## src/rtl/typing_pkg.sv

```systemverilog
// Shared encodings and LFSR helpers for the keypad typing-session controller.
package typing_pkg;

  typedef enum logic [1:0] {
    ST_IDLE = 2'd0,
    ST_RUN  = 2'd1,
    ST_DONE = 2'd2
  } state_t;

  localparam logic [3:0] KEY_START    = 4'hF;
  localparam logic [3:0] KEY_ABORT    = 4'hE;
  // Taps 8,6,5,4 expressed as bit positions 7,5,4,3.
  localparam logic [7:0] LFSR_TAPS    = 8'hB8;
  localparam logic [7:0] DEFAULT_SEED = 8'hA5;

  function automatic logic [7:0] lfsr_next(input logic [7:0] s);
    return {s[6:0], ^(s & LFSR_TAPS)};
  endfunction

  // Folds the low nibble into 0..9 (10..15 map to 0..5).
  function automatic logic [3:0] lfsr_digit(input logic [7:0] s);
    logic [3:0] v;
    v = s[3:0];
    return (v < 4'd10) ? v : v - 4'd10;
  endfunction

endpackage

```

## src/rtl/typing_session_ctrl_lfsr.sv

```systemverilog
// Pseudo-random target digit source: 8-bit Fibonacci LFSR with load/step and registered digit.
module digit_lfsr
  import typing_pkg::*;
#(
  parameter logic [7:0] SEED = DEFAULT_SEED
) (
  input  logic       clk,
  input  logic       rst,
  input  logic       i_load,
  input  logic       i_step,
  output logic [3:0] o_digit
);

  logic [7:0] r_lfsr;
  logic [3:0] r_digit;
  logic [7:0] w_next;

  assign w_next = lfsr_next(r_lfsr);

  always_ff @(posedge clk or posedge rst) begin
    if (rst) begin
      r_lfsr  <= SEED;
      r_digit <= '0;
    end else if (i_load) begin
      r_lfsr  <= SEED;
      r_digit <= lfsr_digit(SEED);
    end else if (i_step) begin
      r_lfsr  <= w_next;
      r_digit <= lfsr_digit(w_next);
    end
  end

  assign o_digit = r_digit;

endmodule

```

## src/rtl/typing_session_ctrl.sv

```systemverilog
// Keypad typing-test session sequencer: targets, scoring and ms timing.
// Optional build macro TYPING_STRICT_EN: wrong digits do not advance the target.
module typing_session_ctrl
  import typing_pkg::*;
#(
  parameter int         SEQ_LEN  = 16,
  parameter int         TICK_DIV = 100_000,
  parameter int         TIME_W   = 16,
  parameter logic [7:0] SEED     = DEFAULT_SEED,
  localparam int        PW       = $clog2(SEQ_LEN + 1)
) (
  input  logic              clk,
  input  logic              rst,
  input  logic [3:0]        key_code,
  input  logic              key_held,
  output logic [3:0]        target_digit,
  output logic [PW-1:0]     position,
  output logic [PW-1:0]     correct_cnt,
  output logic [PW-1:0]     error_cnt,
  output logic [TIME_W-1:0] elapsed_ms,
  output logic [1:0]        state,
  output logic              press_ok,
  output logic              press_err
);

  localparam int             PSW       = (TICK_DIV > 1) ? $clog2(TICK_DIV) : 1;
  localparam logic [PW-1:0]  LAST_POS  = PW'(SEQ_LEN - 1);
  localparam logic [PSW-1:0] PRESC_MAX = PSW'(TICK_DIV - 1);
`ifdef TYPING_STRICT_EN
  localparam logic ADV_ON_ERR = 1'b0;
`else
  localparam logic ADV_ON_ERR = 1'b1;
`endif

  state_t              r_state, w_state_nxt;
  logic                r_key_held_q;
  logic [PW-1:0]       r_position, r_correct, r_error;
  logic [TIME_W-1:0]   r_elapsed;
  logic [PSW-1:0]      r_presc;
  logic                r_ok, r_err;
  logic [3:0]          w_target;
  logic                w_kp, w_is_digit, w_match, w_tick;
  logic                w_start, w_ok, w_err, w_adv, w_final;

  assign w_kp       = key_held & ~r_key_held_q;
  assign w_is_digit = (key_code <= 4'd9);
  assign w_match    = (key_code == w_target);
  assign w_tick     = (r_state == ST_RUN) && (r_presc == PRESC_MAX);

  always_ff @(posedge clk or posedge rst) begin
    if (rst) r_state <= ST_IDLE;
    else     r_state <= w_state_nxt;
  end

  always_comb begin
    w_state_nxt = r_state;
    w_start     = 1'b0;
    w_ok        = 1'b0;
    w_err       = 1'b0;
    w_adv       = 1'b0;
    w_final     = 1'b0;
    case (r_state)
      ST_RUN: begin
        if (w_kp) begin
          if (w_is_digit) begin
            w_ok    = w_match;
            w_err   = ~w_match;
            w_adv   = w_match | ADV_ON_ERR;
            w_final = w_adv && (r_position == LAST_POS);
            if (w_final) w_state_nxt = ST_DONE;
          end else if (key_code == KEY_ABORT) begin
            w_state_nxt = ST_IDLE;
          end
        end
      end
      ST_IDLE, ST_DONE: begin
        if (w_kp && key_code == KEY_START) begin
          w_start     = 1'b1;
          w_state_nxt = ST_RUN;
        end else if (w_kp && key_code == KEY_ABORT) begin
          w_state_nxt = ST_IDLE;
        end
      end
      default: w_state_nxt = ST_IDLE;
    endcase
  end

  // Counters, prescaler and score pulses; a tick on the final-press edge still counts.
  always_ff @(posedge clk or posedge rst) begin
    if (rst) begin
      r_key_held_q <= 1'b1;
      r_position   <= '0;
      r_correct    <= '0;
      r_error      <= '0;
      r_elapsed    <= '0;
      r_presc      <= '0;
      r_ok         <= 1'b0;
      r_err        <= 1'b0;
    end else begin
      r_key_held_q <= key_held;
      r_ok         <= w_ok;
      r_err        <= w_err;
      if (w_start) begin
        r_position <= '0;
        r_correct  <= '0;
        r_error    <= '0;
        r_elapsed  <= '0;
        r_presc    <= '0;
      end else begin
        if (r_state == ST_RUN) begin
          r_presc <= w_tick ? '0 : r_presc + 1'b1;
          if (w_tick && r_elapsed != '1) r_elapsed <= r_elapsed + 1'b1;
        end
        if (w_ok) r_correct <= r_correct + 1'b1;
        if (w_err && r_error != '1) r_error <= r_error + 1'b1;
        if (w_adv) r_position <= r_position + 1'b1;
      end
    end
  end

  digit_lfsr #(.SEED(SEED)) u_lfsr (
    .clk     (clk),
    .rst     (rst),
    .i_load  (w_start),
    .i_step  (w_adv & ~w_final),
    .o_digit (w_target)
  );

  assign target_digit = w_target;
  assign position     = r_position;
  assign correct_cnt  = r_correct;
  assign error_cnt    = r_error;
  assign elapsed_ms   = r_elapsed;
  assign state        = r_state;
  assign press_ok     = r_ok;
  assign press_err    = r_err;

endmodule

```

## config.mk

```make
export PLATFORM = sky130hd
export DESIGN_NAME = typing_session_ctrl
export DESIGN_NICKNAME = d
export VERILOG_FILES = /design/src/rtl/typing_pkg.sv /design/src/rtl/typing_session_ctrl_lfsr.sv /design/src/rtl/typing_session_ctrl.sv
export SDC_FILE = /design/constraint.sdc
export NUM_CORES = 1
export LEC_CHECK = 0
export CAP_MARGIN = 20
export CORE_MARGIN = 2
export CORE_UTILIZATION = 35
export CTS_CLUSTER_SIZE = 10
export DETAILED_ROUTE_END_ITERATION = 8
export GPL_TIMING_DRIVEN = 0
export PLACE_DENSITY_LB_ADDON = 0.2
export SYNTH_ARGS = -nofsm -noshare
export SYNTH_HDL_FRONTEND = slang
export SYNTH_HIERARCHICAL = 1
export SYNTH_SLANG_ARGS = --single-unit
```

## constraint.sdc

```tcl
create_clock -name clk -period 2 [get_ports clk]
set_input_delay 0.4 -clock clk [delete_from_list [all_inputs] [get_ports clk]]
set_output_delay 0.4 -clock clk [all_outputs]
set_load 0.05 [all_outputs]
```

==> results.sh <==
export IMPL_setup_violations_final=0
export IMPL_initial_core_util=0.357
export IMPL_yosysWarnings=6
export IMPL_path_clk_slew_ns=0.07
export IMPL_finalHoldViolCount=0
export IMPL_wire_per_inst_um=14.9
export IMPL_nets=445
export IMPL_vdd_drop_max_mv=0.885
export IMPL_cp_cell_sequence="and4_1, buf_6, and4_4, a211o_4, buf_6, or3_4, a21oi_2"
export IMPL_cp_data_arrival_time_ns=2.24
export IMPL_syn_inst=359
export IMPL_syn_cell_area_sq_um=3440
export IMPL_grt_ovfl_total=0
export IMPL_pwr_share_seq=0.380
export IMPL_syn_area_per_cell_sq_um=9.58
export IMPL_die_height_um=103
export IMPL_numCtsBuffers=9
export IMPL_drc=0
export IMPL_grt_total_usage=0.163
export IMPL_clkPwrFrac=0.193
export IMPL_p_int_mw=3.38
export IMPL_cap_viol_max_count=0
export IMPL_syn_to_final_growth_pct=34.2
export IMPL_most_common_layout_cells="dfrtp_1 (46), nor2_1 (34), nand2_1 (28)"
export IMPL_synth_edf_count=0
export IMPL_viasPerCell=5.23
export IMPL_hold_path_class="in -> async"
export IMPL_via_count=2973
export IMPL_cp_slowest_cell="dfrtp_2"
export IMPL_ys_flop_type="dfrtp_1"
export IMPL_synth_cell_types=49
export IMPL_async_reset_ff_frac=1.00
export IMPL_total_power_mw=5.93
export IMPL_whs_ns=0.421
export IMPL_place_gp_congestion=0.862
export IMPL_port_buffers=45
export IMPL_nFillCells=945
export IMPL_die_x_um=103
export IMPL_worstMarginPinSlew_ns=0.544
export IMPL_worstPathMaxFanout=8
export IMPL_clock_sinks=65
export IMPL_slew_viol_final=0
export IMPL_grt_max_degree=32
export IMPL_p_sw_mw=2.54
export IMPL_grt_first_pass_wirelength_mm=13.5
export IMPL_end_kind="register"
export IMPL_cts_tree="done"
export IMPL_dpl_hpwl_mm=5.56
export IMPL_start_kind="register"
export IMPL_drt_first_pass_iters=4
export IMPL_synth_nets=374
export IMPL_clock_path_buffers=2
export IMPL_cts_max_level=3
export IMPL_drive_above_1_share=0.214
export IMPL_yosysSeqAreaShare=0.475
export IMPL_drt_iter0_drc=118
export IMPL_rsz0062_at_grt="yes"
export IMPL_synth_area_leaders="dfrtp_1 (44%), nor2_1 (4.0%), dfstp_2 (3.8%), a21oi_1 (3.8%), mux2i_1 (3.5%)"
export IMPL_design_die_area_sq_um=10600
export IMPL_period_needed_ns=1.97
export IMPL_status="finished, final reports clean"
export IMPL_yosysTopAreaCell="dfrtp_1"
export IMPL_final_common_cell="dfrtp_1"
export IMPL_cpMostUsedCell="buf_6"
export IMPL_critPathKind="reg -> reg"
export IMPL_antennaDiodeCount=0
export IMPL_relSlewSlack=0.637
export IMPL_ys_ff_latch=65
export IMPL_required_ns=2.27
export IMPL_postRouteAntennaNets=0
export IMPL_skew_ns=0.00972
export IMPL_antenna_found_initial=0
export IMPL_grt_pass1_vias=2805
export IMPL_fmax_mhz=506
export IMPL_cts_root_buffer="clkbuf_8"
export IMPL_swShare=0.429
export IMPL_insertion_delay_ns=0.34
export IMPL_coreArea_sq_um=9640
export IMPL_row_count=36
export IMPL_power_per_cell_area_nw_per_um2=1280
export IMPL_period_share=0.987
export IMPL_ios=46
export IMPL_comb_power_share=0.427
export IMPL_cp_slowest_stage_delay_ns=0.43
export IMPL_postCtsHoldBufs=0
export IMPL_synth_top_cell_area_share=0.437
export IMPL_power_leakage_nw=2.11
export IMPL_wl_mm=8.46
area by class of cell:
cell class	count	area [sq um]	share of cell area
clock inverters	3	40.0	0.00868
clock buffers	13	159	0.0344
repair buffers	61	607	0.132
well taps	133	166	0.0361
multi-input cells	265	1830	0.397
flip-flops and latches	65	1650	0.358
inverters	16	65.1	0.0141
plain buffers	12	93.8	0.0203
flip-flops by register name, summed over array words and instances (netlist names):
signal and cells:
correct_cnt 5, elapsed_ms 16, error_cnt 5, position 5
press_err 1, press_ok 1, r_key_held_q 1, r_presc 17
state 2, u_lfsr/o_digit 4, u_lfsr/r_lfsr 8
worst max-delay path: cells and delay by family (launching register included):
kind / cells / cell delay [ns]
and+or+nand+nor: 3 / 0.72
AOI/OAI and AO/OA: 2 / 0.48
buffers and inverters: 2 / 0.27
DFF: 1 / 0.43
cells by family (layout without fill, tap and decap cells):
group	after synthesis	in the layout	synth area share
AND/OR/NAND/NOR	150	150	0.232
adder cells (fa/ha/maj)	8	8	0.0291
flip-flops	65	65	0.475
buffers and inverters	29	105	0.0393
multiplexers	14	14	0.0426
XOR/XNOR	16	16	0.0408
AO/OA/AOI/OAI	77	77	0.142
cells in the mapped netlist (5+ instances only):
cell type,number
o211ai_1,7
nand2_1,29
a21oi_1,26
nand4_1,14
mux2i_1,12
and3_1,6
xnor2_1,7
o21ai_0,18
dfstp_2,5
nor4_1,6
ha_1,8
inv_1,14
xor2_1,9
dfrtp_1,60
nand3_1,17
clkbuf_1,5
or3_1,15
nor2_1,37
worst paths after layout:
path | startpoint | slack (ns) | cells after the start | endpoint
worst min register to register | u_lfsr/r_lfsr[6] | 0.51 | 1 | u_lfsr/r_lfsr[7]
worst min-delay path | rst | 0.42 | 2 | u_lfsr/o_digit[0]
worst max-delay path | elapsed_ms[5] | 0.03 | 7 | elapsed_ms[3]
max in group asynchronous | rst | 0.92 | 3 | r_key_held_q
worst max register to register | elapsed_ms[5] | 0.03 | 7 | elapsed_ms[3]
min in group clk | u_lfsr/r_lfsr[6] | 0.51 | 1 | u_lfsr/r_lfsr[7]
metal layers:
metal  up-vias  track usage  part of all wire
li1       1450            -                 -
met1      1487        0.223              0.48
met4         0       0.0587             0.013
met2        26        0.260              0.49
met5         -            0                 0
met3        10       0.0278             0.018
power by group through the flow:
stage          combinational (mW)  clock (mW)  sequential, mW
2_1_floorplan                1.02           0            2.86
3_3_place_gp                 2.35           0            2.23
3_5_place_dp                 2.39           0            2.25
4_1_cts                      2.49        1.17            2.24
5_1_grt                      2.76        1.24            2.32
6_report                     2.53        1.14            2.25
through the flow:
step / setup slack (ns) / util / setup TNS (ns) / area, sq um / cells
2_1_floorplan: -0.0262 / - / -0.0262 / 3460 / 359
3_3_place_gp: -1.03 / 0.423 / -81.12 / 4080 / 537
3_5_place_dp: -1.03 / 0.425 / -35.52 / 4100 / 538
4_1_cts: -0.00000999 / 0.460 / -0.00000999 / 4430 / 563
5_1_grt: -0.0385 / 0.479 / -0.114 / 4610 / 568
6_report: 0.0256 / 0.479 / 0 / 4610 / 568
what timing repair did:
action,in CTS,in global routing
gates cloned,0,0
endpoints found under the setup margin,65,56
pin swaps,5,4
setup buffers,10,5
resized for setup,37,42
(Power assumes the default switching activity.)
==> RTL change 1: new RTL, same flow settings <==
Change the parameter `TICK_DIV` from 100_000 to 50_000.
--- a/src/rtl/typing_session_ctrl.sv
+++ b/src/rtl/typing_session_ctrl.sv
@@ -5,5 +5,5 @@
 #(
   parameter int         SEQ_LEN  = 16,
-  parameter int         TICK_DIV = 100_000,
+  parameter int         TICK_DIV = 50_000,
   parameter int         TIME_W   = 16,
   parameter logic [7:0] SEED     = DEFAULT_SEED,
Behaviour: no difference found for any inputs over 10 cycles, from zero or initial values and one cycle with rst high; that may be too few to reach the edited logic, so the function may still have changed.
==> RTL change 1 against the unedited design <==
- the run now ends with setup timing left
- power fell by 21%
- worst setup slack worse by 0.19 ns
- via count rose by 1.9%
- area after synthesis shrank 2.3%
- sequential cell count shrank 1
- routed wire length rose by 3.7%
- sequential power shrank 14%
- cell area rose by 1.6%
- critical path type unchanged
- largest cell class unchanged
==> RTL change 1: results (changes against the unedited design) <==
stage;metric;value;unit;change
route;DR WL met3;324;µm;was 154 µm
setup_path;Largest stage delay, worst path;0.59;ns;was 0.43 ns
grt;number of global-route vias before repair;2876;;was 2805
timing;minimum setup slack in the final design;-0.165;ns;was 0.0256 ns
grt;pin count of the biggest net entering global routing;34;;was 32
grt;met3 track demand over resource;0.0479;;was 0.0278
place;number of placed instances, taps included;525;;was 538
yosys;fraction of the mapped netlist area in adder cells;0.0298;;was 0.0291
setup_path;endpoint of the worst register-to-register path;elapsed_ms[10]$_DFFE_PP0P_;;was elapsed_ms[3]$_DFFE_PP0P_
yosys;sequential area share after synthesis;0.478;;was 0.475
yosys;Commonest cells post-synth;59 x dfrtp_1, 29 x a21oi_1, 28 x nand2_1, 21 x nor2_1, 20 x o21ai_0;;was 60 x dfrtp_1, 37 x nor2_1, 29 x nand2_1, 26 x a21oi_1, 18 x o21ai_0
outcome;failing checks;setup timing;;
setup_path;Worst Path Max Fanout;6;;was 8
yosys;Distinct cells, synth;54;;was 49
outcome;status;finished with violations;;was finished, final reports clean
route;1st-iter DRT viols;86;;was 118
yosys;multiplexer share of the synthesized area;0.0346;;was 0.0426
pwr;clock group share of total power;0.219;;was 0.193
min_path;worst hold path type;in -> reg;;was in -> async
setup_path;critical path's slowest cell;or4b_4;;was dfrtp_2
place;setup slack at placement;-1.16;ns;was -1.03 ns
setup_path;endpoint arrival time on the critical path;2.43;ns;was 2.24 ns
grt;GR Layer Usage met2;0.275;;was 0.260
yosys;net count after synthesis;365;;was 374
route;wire length per cell;15.5;µm;was 14.9 µm
route;met1 WL;4070;µm;was 4040 µm
timing;Setup Viol. Count Final;27;;was 0
place;weighted congestion at the end of routability-driven global placement;0.857;;was 0.862
place;Detail Placement HPWL;5590;µm;was 5560 µm
route;via count;3029;;was 2973
yosys;cell types occupying the most area after synthesis;dfrtp_1 44%, a21oi_1 4.3%, dfstp_2 3.9%;;was dfrtp_1 44%, nor2_1 4.0%, dfstp_2 3.8%
pwr;maximum ir drop on the vdd rail;617;µV;was 885 µV
route;total detailed-routing wirelength;8770;µm;was 8460 µm
cells_and_area;net count reported at finish;446;;was 445
place;DP Area;0.00406;mm²;was 0.00410 mm²
pwr;leakage power;2.23;nW;was 2.11 nW
grt;M1 GR Usage;0.230;;was 0.223
grt;total routing resource utilization after global routing;0.174;;was 0.163
pwr;Sequential Power Share;0.412;;was 0.380
## RTL change 1: worst register-to-register path: cells and delay by family, from the launching register on
| kind | cells | cell delay, ns |
|---|---|---|
| compound gates | 1 | 0.12 |
| flops | 1 | 0.40 |
| simple gates | 4 | 1.59 |
## RTL change 1: cell type report
| cell class | instances | area [µm²] |
|---|---|---|
| Clock inverter | 3 | 17.5 |
| Fill cell | 881 | 4600 |
| Timing Repair Buffer | 73 | 727 |
| Multi-Input combinational cell | 257 | 1850 |
| Clock buffer | 13 | 159 |
| Inverter | 14 | 55.1 |
| Buffer | 12 | 90.1 |
| Tap cell | 129 | 161 |
| Sequential cell | 64 | 1630 |
## RTL change 1: metrics by stage
step | setup TNS [ns] | total power [mW] | hold slack [ns]
after floorplan | -0.0818 | 2.99 | 0.262
after global placement | -94.87 | 3.44 | 0.466
after detailed placement | -48.01 | 3.48 | 0.475
after CTS | -0.654 | 4.65 | 0.418
after global routing | -3.64 | 4.98 | 0.207
final | -1.79 | 4.68 | 0.221
## RTL change 1: how the worst min path moves through the flow
stage                               startpoint                             to  cells after the start
floorplan                                  rst  u_lfsr/o_digit[0]$_DFFE_PP0P_                      1
global placement    correct_cnt[4]$_DFFE_PP0P_     correct_cnt[4]$_DFFE_PP0P_                      1
detailed placement  correct_cnt[4]$_DFFE_PP0P_     correct_cnt[4]$_DFFE_PP0P_                      1
CTS                                        rst   u_lfsr/r_lfsr[4]$_DFFE_PP0P_                      2
global route                          key_held         r_key_held_q$_DFF_PP1_                      1
finish                                key_held         r_key_held_q$_DFF_PP1_                      1
## RTL change 1: what timing repair did
action / in CTS / in global routing
pin swaps: 24 / 14
cloned: 1 / 0
gates resized for setup: 33 / 53
setup buffers: 18 / 8
setup endpoints to repair: 62 / 61
==> RTL change 2: new RTL, config.mk and constraints unchanged <==
Made on the original files. Remove the register `r_ok`: a continuous assignment takes its place, so the output `press_ok` follows one clock earlier.
--- a/src/rtl/typing_session_ctrl.sv
+++ b/src/rtl/typing_session_ctrl.sv
@@ -95,9 +95,7 @@
       r_elapsed    <= '0;
       r_presc      <= '0;
-      r_ok         <= 1'b0;
       r_err        <= 1'b0;
     end else begin
       r_key_held_q <= key_held;
-      r_ok         <= w_ok;
       r_err        <= w_err;
       if (w_start) begin
@@ -118,4 +116,6 @@
     end
   end
+
+  assign r_ok = w_ok;
 
   digit_lfsr #(.SEED(SEED)) u_lfsr (
Check against the original RTL: not equivalent (Yosys sat finds a counterexample within 4 cycles, from zero or initial values and one cycle with rst high).
==> RTL change 2 against the unedited design <==
- clock power decreased by 15%
- count of clock-buffer cells in the layout decreased by 3
- cell area increased by 6.5%
- sequential cell count decreased by 1
- synthesized cell count increased by 8.1%
- non-clock buffer count increased by 14
- routed wire length increased by 17%
- area after synthesis increased by 5.5%
- critical path type is now reg -> out
- utilization increased by 0.40 points
- combinational power decreased by 12%
- largest power group unchanged
- power decreased by 10%
- worst setup slack improved by 0.0044 ns
==> RTL change 2: results (changes against the unedited design) <==
stage;metric;value;unit;change
yosys;Commonest cells post-synth;59 x dfrtp_1, 40 x nand2_1, 22 x a21oi_1, 21 x inv_1, 19 x nor2_1;;was 60 x dfrtp_1, 37 x nor2_1, 29 x nand2_1, 26 x a21oi_1, 18 x o21ai_0
setup_path;end of the critical path;error_cnt[3];;was elapsed_ms[3]$_DFFE_PP0P_
yosys;Distinct cells, synth;53;;was 49
grt;aggregate global routing overflow;0;;unchanged
setup_path;endpoint arrival time on the critical path;1.57;ns;was 2.24 ns
cells_and_area;fill count;981;;was 945
pwr;Pint;3.02;mW;was 3.38 mW
outcome;status;finished, final reports clean;;unchanged
timing;fmax;508;MHz;was 506 MHz
min_path;worst hold path type;in -> reg;;was in -> async
timing;worst clock skew;0.0143;ns;was 0.00972 ns
setup_path;critical path's slowest cell;clkdlybuf4s50_1;;was dfrtp_2
grt;initial antenna violation count;0;;unchanged
route;total detailed-routing wirelength;9890;µm;was 8460 µm
pwr;maximum ir drop on the vdd rail;652;µV;was 885 µV
yosys;cell types occupying the most area after synthesis;dfrtp_1 41%, mux2i_1 4.7%, nand2_1 4.1%;;was dfrtp_1 44%, nor2_1 4.0%, dfstp_2 3.8%
grt;number of global-route vias before repair;3085;;was 2805
timing;actual slew at the worst max-slew pin;0.809;ns;was 0.544 ns
place;setup slack at placement;-1.11;ns;was -1.03 ns
setup_path;Worst Path Max Fanout;3;;was 8
yosys;net count after synthesis;403;;was 374
place;weighted congestion at the end of routability-driven global placement;0.883;;was 0.862
cells_and_area;fraction of final layout cells with drive strength greater than 1;0.248;;was 0.214
setup_path;Largest stage delay, worst path;0.82;ns;was 0.43 ns
cells_and_area;net count reported at finish;482;;was 445
place;IO buf count;45;;unchanged
setup_path;cell class contributing the biggest share of worst-path delay;buffers and inverters;;was simple AND/OR/NAND/NOR gates
setup_path;logic depth of the worst register-to-register path;6;;was 7
route;1st-iter DRT viols;233;;was 118
setup_path;launch point of the worst path;error_cnt[3]$_DFFE_PP0P_;;was elapsed_ms[5]$_DFFE_PP0P_
yosys;sequential area share after synthesis;0.443;;was 0.475
grt;first-pass GRT wire length;15700;µm;was 13500 µm
route;number of vias per cell;5.47;;was 5.23
grt;pin count of the biggest net entering global routing;36;;was 32
grt;total routing resource utilization after global routing;0.176;;was 0.163
timing;smallest hold slack;0.232;ns;was 0.421 ns
[RTL change 2: kinds of logic (layout without fill, tap and decap cells)]
group,Yosys count,after routing,synth area share
AND/OR/NAND/NOR,167,167,0.264
multiplexers,18,18,0.0510
AO/OA/AOI/OAI,78,78,0.142
XOR/XNOR,11,11,0.0266
buffers and inverters,42,126,0.0462
flip-flops,64,64,0.443
adder cells (fa/ha/maj),8,8,0.0276
[RTL change 2: power groups by stage]
stage	clock, mW	combinational (mW)	sequential [mW]
floorplan	0	0.898	2.63
global placement	0	2.02	2.13
detailed placement	0	2.06	2.14
CTS	0.999	2.13	2.12
global route	1.05	2.42	2.19
finish	0.974	2.22	2.13
[RTL change 2: per-layer routing]
metal,vias to the layer above,part of all wire,global-route usage
li1,1612,-,-
met2,55,0.48,0.271
met5,-,0,0
met4,0,0.020,0.0780
met3,14,0.029,0.0260
met1,1643,0.48,0.247
[RTL change 2: through the flow]
stage                     area [µm²]  std cells   util  total power [mW]
after global placement          4300        569  0.422              4.15
after detailed placement        4320        570  0.424              4.20
after global routing            4920        608  0.483              5.66
final                           4920        608  0.483              5.33
after CTS                       4600        592  0.452              5.25
after floorplan                 3680        388      -              3.53
[RTL change 2: cell type report]
cell class / instances / area share
Timing Repair Buffer: 70 / 0.140
Tap cell: 136 / 0.0346
Buffer: 17 / 0.0260
Clock inverter: 6 / 0.00738
Multi-Input combinational cell: 282 / 0.418
Clock buffer: 10 / 0.0260
Inverter: 23 / 0.0181
Sequential cell: 64 / 0.330
[RTL change 2: worst min path at each step]
stage	endpoint	cells past startpoint
detailed placement	u_lfsr/r_lfsr[7]$_DFFE_PP1P_	1
finish	r_key_held_q$_DFF_PP1_	1
global route	r_key_held_q$_DFF_PP1_	1
global placement	u_lfsr/r_lfsr[7]$_DFFE_PP1P_	1
CTS	position[4]$_DFFE_PP0P_	2
floorplan	u_lfsr/o_digit[0]$_DFFE_PP0P_	1
[RTL change 2: timing repair]
action	4_1_cts	5_1_grt
gates cloned	0	1
hold buffers	0	0
setup endpoints to repair	63	56
pin swaps	2	14
setup buffers	6	17
gates resized for setup	49	56
